$ cat src/rtl/rv_pipe_pkg.sv
// Shared RV32I pipeline constants: stage indices for the forwarding network and
// the default register address width.
package rv_pipe_pkg;

  localparam int STG_EX = 0;
  localparam int STG_MA = 1;
  localparam int STG_WB = 2;
  localparam int AW_DEF = 5;

  // Width of a stage index, never narrower than one bit.
  function automatic int stg_w(input int nstg);
    return (nstg > 1) ? $clog2(nstg) : 1;
  endfunction

endpackage

$ cat src/rtl/fwd_src_sel.sv
// Per-source priority match: one-hot youngest forwardable producer, a
// register-file fallback flag, and the stage of the youngest unready load.
module fwd_src_sel
  import rv_pipe_pkg::*;
#(
  parameter int NSTG   = STG_WB + 1,
  parameter int AW     = AW_DEF,
  parameter int LD_RDY = STG_MA,
  localparam int SW    = stg_w(NSTG)
) (
  input  logic [AW-1:0]      rs,
  input  logic               rs_valid,
  input  logic [NSTG*AW-1:0] rd_adr_stg,
  input  logic [NSTG-1:0]    wbk_stg,
  input  logic [NSTG-1:0]    ld_stg,
  input  logic [NSTG-1:0]    stall_stg,
  input  logic [NSTG-1:0]    bubble_mask,
  output logic [NSTG-1:0]    sel,
  output logic               nohit,
  output logic               hz,
  output logic [SW-1:0]      hz_stg
);

  logic [NSTG-1:0] match;
  logic [NSTG-1:0] early_ld;
  logic            found;

  for (genvar s = 0; s < NSTG; s++) begin : g_match
    // x0 is hardwired zero, so a zero destination never matches.
    assign match[s] = rs_valid && (rd_adr_stg[s*AW +: AW] != '0) &&
                      (rd_adr_stg[s*AW +: AW] == rs) && wbk_stg[s] &&
                      !stall_stg[s] && !bubble_mask[s];
    assign early_ld[s] = ld_stg[s] && (s < LD_RDY);
  end

  always_comb begin
    // NOTE: every output gets a default first so no path leaves it unassigned,
    // which would otherwise infer a latch.
    sel    = '0;
    found  = 1'b0;
    hz     = 1'b0;
    hz_stg = '0;
    for (int s = 0; s < NSTG; s++) begin
      if (match[s] && early_ld[s] && !hz) begin
        hz     = 1'b1;
        hz_stg = SW'(s);
      end
      if (match[s] && !early_ld[s] && !found) begin
        sel[s] = 1'b1;
        found  = 1'b1;
      end
    end
    // A pending load wins: the operand is re-evaluated once the bubbles drain.
    if (hz) sel = '0;
    nohit = !found && !hz;
  end

endmodule

$ cat src/rtl/fwd_hazard_unit_n.sv
// Forwarding and load-use hazard unit: registers per-source forward selects
// into EX and stretches load-use bubbles until load data is forwardable.
module fwd_hazard_unit_n
  import rv_pipe_pkg::*;
#(
  parameter int NSRC   = 2,
  parameter int NSTG   = STG_WB + 1,
  parameter int AW     = AW_DEF,
  parameter int LD_RDY = STG_MA
) (
  input  logic                 clk,
  input  logic                 rst_n,
  input  logic                 rst_pipe,
  input  logic                 stall,
  input  logic                 use_collision_add,
  input  logic [NSRC*AW-1:0]   rs_id,
  input  logic [NSRC-1:0]      rs_valid,
  input  logic [NSTG*AW-1:0]   rd_adr_stg,
  input  logic [NSTG-1:0]      wbk_stg,
  input  logic [NSTG-1:0]      ld_stg,
  input  logic [NSTG-1:0]      stall_stg,
  output logic [NSRC*NSTG-1:0] hit_sel_ex,
  output logic [NSRC-1:0]      nohit_ex,
  output logic                 stall_ld,
  output logic                 stall_ld_ex,
  output logic [1:0]           bubble_cnt
);

  localparam int SW = stg_w(NSTG);

  logic [NSRC*NSTG-1:0] sel;
  logic [NSRC-1:0]      nohit;
  logic [NSRC-1:0]      hz;
  logic [SW-1:0]        hz_stg [NSRC];
  logic [NSTG-1:0]      bubble_mask;
  logic [NSTG-1:0]      mask_nxt;
  logic                 hz_any;
  logic [1:0]           ld_cnt;

  for (genvar k = 0; k < NSRC; k++) begin : g_src
    fwd_src_sel #(
      .NSTG   (NSTG),
      .AW     (AW),
      .LD_RDY (LD_RDY)
    ) u_sel (
      .rs          (rs_id[k*AW +: AW]),
      .rs_valid    (rs_valid[k]),
      .rd_adr_stg  (rd_adr_stg),
      .wbk_stg     (wbk_stg),
      .ld_stg      (ld_stg),
      .stall_stg   (stall_stg),
      .bubble_mask (bubble_mask),
      .sel         (sel[k*NSTG +: NSTG]),
      .nohit       (nohit[k]),
      .hz          (hz[k]),
      .hz_stg      (hz_stg[k])
    );
  end

  // The nearest unready load across all sources sets the bubble count.
  always_comb begin
    hz_any = 1'b0;
    ld_cnt = '0;
    for (int k = 0; k < NSRC; k++) begin
      if (hz[k]) begin
        hz_any = 1'b1;
        if (2'(LD_RDY - 1 - int'(hz_stg[k])) > ld_cnt)
          ld_cnt = 2'(LD_RDY - 1 - int'(hz_stg[k]));
      end
    end
  end

  assign stall_ld = hz_any || (bubble_cnt != 2'd0) || use_collision_add;

  always_comb begin
    mask_nxt         = bubble_mask << 1;
    mask_nxt[STG_EX] = stall_ld;
  end

  // NOTE: asynchronous reset covers every flop here; these are small control
  // registers, not a memory array, so none are left uninitialised.
  always_ff @(posedge clk or negedge rst_n) begin
    if (!rst_n) begin
      hit_sel_ex  <= '0;
      nohit_ex    <= '0;
      stall_ld_ex <= 1'b0;
      bubble_mask <= '0;
      bubble_cnt  <= '0;
    end else if (rst_pipe) begin
      hit_sel_ex  <= '0;
      nohit_ex    <= '0;
      stall_ld_ex <= 1'b0;
      bubble_mask <= '0;
      bubble_cnt  <= '0;
    end else if (!stall) begin
      // NOTE: non-blocking assignments so every register samples pre-edge values.
      hit_sel_ex  <= sel;
      nohit_ex    <= nohit;
      stall_ld_ex <= stall_ld;
      bubble_mask <= mask_nxt;
      if (bubble_cnt != 2'd0) bubble_cnt <= bubble_cnt - 2'd1;
      else if (hz_any)        bubble_cnt <= ld_cnt;
    end
  end

endmodule
$ cat config.mk
export PLATFORM = sky130hd
export DESIGN_NAME = fwd_hazard_unit_n
export DESIGN_NICKNAME = d
export VERILOG_FILES = /design/src/rtl/rv_pipe_pkg.sv /design/src/rtl/fwd_src_sel.sv /design/src/rtl/fwd_hazard_unit_n.sv
export SDC_FILE = /design/constraint.sdc
export NUM_CORES = 1
export LEC_CHECK = 0
export CORE_UTILIZATION = 35
export CTS_CLUSTER_DIAMETER = 120
export DETAILED_ROUTE_END_ITERATION = 8
export PLACE_DENSITY = 0.73
export SLEW_MARGIN = 20
export SYNTH_ARGS = -nofsm -noshare
export SYNTH_HDL_FRONTEND = slang
export SYNTH_SLANG_ARGS = --single-unit
$ cat constraint.sdc
create_clock -name clk -period 1.9 [get_ports clk]
set_input_delay 0.475 -clock clk [delete_from_list [all_inputs] [get_ports clk]]
set_output_delay 0.475 -clock clk [all_outputs]
set_load 0.02 [all_outputs]
=== Word-level counts from Yosys, hierarchy flattened ===
Index checks and enable logic that the tools add are counted.

* Word-level logic and storage cells: 104
* Output and inout port bits: 12
* Register bits after elaboration: 14

* Eq/ne operators: 7
* Multiplexer cells: 28
* Reduce and logical (&&, ||, !) cells: 63
* Add/subtract/negate cells: 1

{| class="wikitable"
|+ Operator list
! kind !! number
|-
| 1-bit logical AND || 40
|-
| 5-bit == test || 6
|-
| 1-bit 2-to-1 mux || 16
|-
| 1-bit logical NOT || 15
|-
| 5-bit nonzero test || 3
|-
| 2-bit 2-to-1 mux || 6
|-
| 3-bit 2-to-1 mux || 4
|-
| 6-bit 2-to-1 mux || 2
|-
| 3-bit nonzero test || 1
|-
| 1-bit logical OR || 2
|-
| 2-bit != test (second input constant) || 1
|-
| 2-bit AND reduction || 1
|-
| 2-bit nonzero test || 1
|-
| 2-bit by 1-bit subtractor with 2-bit output (second input constant) || 1
|}

=== Logic depth before layout (Yosys ltp) ===
* Depth in word-level cells: 18
* Gate-level depth with buffers: 5
* Gate-level depth less buffers: 5

=== Cells and area by module ===
Synthesis repeated with hierarchy kept, for this count alone.

* Cell total of the unflattened synthesis: 140
* Area total of the unflattened synthesis: 1,277.5 um^2

{| class="wikitable"
|+ By module, submodules not included
! module !! cells each !! instances !! area an instance (um^2)
|-
| fwd_hazard_unit_n || 62 || 1 || 659.4
|-
| fwd_src_sel || 39 || 2 || 309.0
|}

=== Worst setup path after synthesis ===
Ideal clock, no wire load.

* Path kind: in2out
* From: input rd_adr_stg[1]
* To: output stall_ld
* Path buffers: 0
* Cell stages on the path: 5
* Data arrival time: 1.650 ns
* Data required time: 1.425 ns
* Path slack: -0.225 ns
* Path through: or4_1 -> o211ai_2 -> nor3_1 -> o21ai_0 -> nand2_1

* Word-level cells in the longest chain between the ends: 12

{| class="wikitable"
|+ RTL lines
! item !! RTL line !! text
|-
| start: declaration || fwd_hazard_unit_n.sv:18 || <nowiki>input logic [NSTG*AW-1:0] rd_adr_stg,</nowiki>
|-
| 5-bit nonzero test || fwd_src_sel.sv:30 || <nowiki>assign match[s] = rs_valid && (rd_adr_stg[s*AW +: AW] != '0) &&</nowiki>
|-
| 1-bit logical AND (2 in series) || fwd_src_sel.sv:30 ||
|-
| 1-bit logical AND (2 in series) || fwd_src_sel.sv:31 || <nowiki>(rd_adr_stg[s*AW +: AW] == rs) && wbk_stg[s] &&</nowiki>
|-
| 1-bit logical AND || fwd_src_sel.sv:32 || <nowiki>!stall_stg[s] && !bubble_mask[s];</nowiki>
|-
| 1-bit logical AND || fwd_src_sel.sv:44 || <nowiki>if (match[s] && early_ld[s] && !hz) begin</nowiki>
|-
| 1-bit 2-to-1 mux || fwd_src_sel.sv:44 ||
|-
| 1-bit 2-to-1 mux || fwd_hazard_unit_n.sv:65 || <nowiki>if (hz[k]) begin</nowiki>
|-
| 1-bit 2-to-1 mux (*) || fwd_hazard_unit_n.sv:65 ||
|-
| 1-bit logical OR (*) (2 in series) || fwd_hazard_unit_n.sv:73 || <nowiki>assign stall_ld = hz_any || (bubble_cnt != 2'd0) || use_collision_add;</nowiki>
|-
| end: declaration || fwd_hazard_unit_n.sv:24 || <nowiki>output logic stall_ld,</nowiki>
|}

Mark *: on every way between the ends. The rest lies on a longest branch, timed or not.

=== Worst setup path in the final report ===
* From: input rd_adr_stg[4]
* To: output stall_ld

Same word-level chain as after synthesis.

==> results.py <==
metrics = {
    "logic_synthesis": {
        "synth_area_um2": 967,
        "ys_warn_count": 0,
        "synth_cells": 107,
        "syn_nets": 148,
        "synth-seq-cells": 13,
        "seq_area_frac_synth": 0.336,
        "synth.avg_cell_area_um2": 9.04,
        "synth_cell_types": 24,
    },
    "die": {
        "initial_core_util": 0.380,
        "die_y_um": 54.6,
        "rows": 18,
        "io_pins": 53,
        "dieArea_um2": 2980,
        "coreArea_um2": 2540,
        "die_x_um": 54.6,
    },
    "power": {
        "powerDensity_nw_per_um2": 411,
        "pwr-share-clk": 0.228,
        "cellLeakagePower_nw": 0.785,
        "p_sw_frac": 0.290,
        "fin_total_pwr_w": 0.000747,
        "p_sw_w": 0.000216,
        "p_seq_frac": 0.384,
        "power_frac_comb": 0.388,
        "ir_drop_v": 0.000313,
        "intPower_w": 0.000530,
    },
    "worst_setup_path": {
        "reg2reg_depth": 4,
        "path_class": "in2out",
        "crit_fanout": 2,
        "startpoint_type": "primary input",
        "crit_required_ns": 1.42,
        "worstSetupEndpointType": "primary output",
        "arrival_ns": 1.75,
    },
    "layout": {
        "fillers": 214,
        "design_area_um2": 1820,
        "final_cell_mix": "30 x buf_4, 29 x clkdlybuf4s50_1, 28 x xnor2_1",
        "num_antenna_cells": 0,
        "multi_input_area_um2": 692,
        "seq_area_um2": 325,
        "final_common_cell": "buf_4",
        "layout.nets": 232,
        "areaGrowthSynthToFinish_pct": 87.8,
        "utilization": 0.714,
        "drive_gt1_frac": 0.274,
        "stdcell_count": 220,
    },
    "global_route": {
        "antenna_found_initial": 0,
        "grt_pass1_wl_mm": 4.79,
        "grt_max_degree": 14,
        "first_global_vias": 1137,
        "grt.overflow.total": 0,
        "track_usage": 0.229,
    },
    "routing": {
        "drt_first_pass_iters": 4,
        "drc": 0,
        "drt-initial-drc-count": 12,
        "wl_mm": 3.19,
        "wl_per_cell_um": 14.5,
        "via_count": 1156,
        "vias_per_cell": 5.25,
        "drtAntennaViolNets": 0,
    },
    "timing": {
        "fin_hold_ws_ns": 0.513,
        "slew-limit-headroom": 0.621,
        "max_freq_ghz": 0.449,
        "finClkSkew_ns": 0.00440,
        "hold_viol": 0,
        "setup_slack_ns": -0.326,
        "worstMarginPinSlew_ns": 0.566,
        "fin_crit_sh": 1.17,
        "period_needed_ns": 2.23,
        "maxSlewViolCount": 0,
        "rsz0062_at_grt": "yes",
        "finalSetupViolations": 1,
    },
    "place": {
        "port_buffers": 50,
        "gp_congestion": 0.950,
        "dp_cells": 216,
        "place_area_um2": 1730,
        "dp_hpwl_mm": 2.67,
    },
    "clock_tree": {
        "cts.htree.levels": 1,
        "numCtsBuffers": 3,
        "cts_tree": "done",
        "path_clk_slew_ns": 0.08,
        "clk_latency_ns": 0.28,
        "cts_buffer_depth": 2,
        "cts_setup_buffers": 0,
        "clock_sinks": 13,
        "root_buffer": "clkbuf_4",
    },
    "outcome": {
        "status": "finished with violations",
        "violations": "setup timing",
    },
    "min_path": {
        "holdPathStages": 1,
        "min_path_type": "reg2reg",
    },
    "job": {
        "drv_cap": 0,
    },
}
## synthesized netlist by cell type
master | count | area, um^2
nor3_2 | 1 | 10.0
o21bai_1 | 1 | 7.51
nand4_1 | 7 | 43.8
nand3_1 | 1 | 5.00
inv_1 | 2 | 7.51
xor2_1 | 1 | 8.76
dfrtp_1 | 13 | 325
a31oi_1 | 1 | 6.26
nand2_1 | 8 | 30.0
mux2i_1 | 2 | 20.0
or3b_1 | 1 | 8.76
o21ai_0 | 2 | 10.0
nor3b_1 | 2 | 15.0
or4_1 | 4 | 30.0
nor2_1 | 13 | 48.8
a21oi_1 | 2 | 10.0
buf_6 | 1 | 11.3
buf_2 | 1 | 5.00
nor3_1 | 7 | 35.0
a22oi_1 | 2 | 15.0
o211ai_2 | 1 | 12.5
xnor2_1 | 29 | 254
a32o_1 | 3 | 30.0
a22o_1 | 2 | 17.5
## metrics by stage
step / TNS [ns] / setup WS, ns
4_1_cts: -0.321 / -0.321
2_1_floorplan: -0.154 / -0.154
3_5_place_dp: -4.52 / -1.14
5_1_grt: -0.395 / -0.385
3_3_place_gp: -4.11 / -1.10
6_report: -0.326 / -0.326
## flip-flops by register name, indices dropped and copies added (netlist names)
signal and flops:
hit_sel_ex 6, bubble_cnt 2, nohit_ex 2, bubble_mask 3
## worst paths after layout
path	slack, ns	from	endpoint
max	-0.33	rd_adr_stg[4]	stall_ld
min	0.51	nohit_ex[1]	nohit_ex[1]
max reg2reg	0.29	bubble_mask[2]	nohit_ex[1]
min reg2reg	0.51	nohit_ex[1]	nohit_ex[1]
max in group asynchronous	0.97	rst_n	hit_sel_ex[3]
min in group asynchronous	0.56	rst_n	hit_sel_ex[0]
## routing by layer
layer	global-route usage	vias to the layer above	part of all wire
li1	-	555	-
met1	0.246	534	0.39
met2	0.455	57	0.52
met3	0.00833	10	0.055
met4	0.0983	0	0.031
met5	0	-	0
## final cells by class
| class | instances | area share |
|---|---|---|
| multi-input combinational | 90 | 0.381 |
| sequential | 13 | 0.179 |
| clock buffer | 4 | 0.0145 |
| tap | 30 | 0.0207 |
| inverter | 2 | 0.00413 |
| timing repair buffer | 81 | 0.401 |
## cell families (layout without fill, tap and decap cells)
logic type / Yosys count / in the layout / synth area share
XOR/XNOR: 30 / 30 / 0.272
multiplexers: 2 / 2 / 0.0207
AO/OA/AOI/OAI: 14 / 14 / 0.113
AND/OR/NAND/NOR: 44 / 44 / 0.234
flip-flops: 13 / 13 / 0.336
buffers and inverters: 4 / 87 / 0.0246
## power by group through the flow
stage / clock, W / sequential, W / combinational [W]
floorplan: 0 / 0.000298 / 0.0000943
global placement: 0 / 0.000292 / 0.000277
detailed placement: 0 / 0.000292 / 0.000287
CTS: 0.000174 / 0.000287 / 0.000284
global route: 0.000181 / 0.000288 / 0.000310
finish: 0.000170 / 0.000287 / 0.000289
## critical path: stages
cell	delay [ns]
buf_6	0.09
or4_4	0.54
o211ai_4	0.19
nor3_2	0.07
o21ai_2	0.18
nand2_2	0.07
buf_6	0.14
## repair_timing
action                                 4_1_cts  5_1_grt
endpoints found under the hold margin        0        0
resized for setup                           39       12
pin swaps                                    8        7
setup endpoints to repair                    9        7
hold buffers                                 0        0
(Power assumes the default switching activity.)
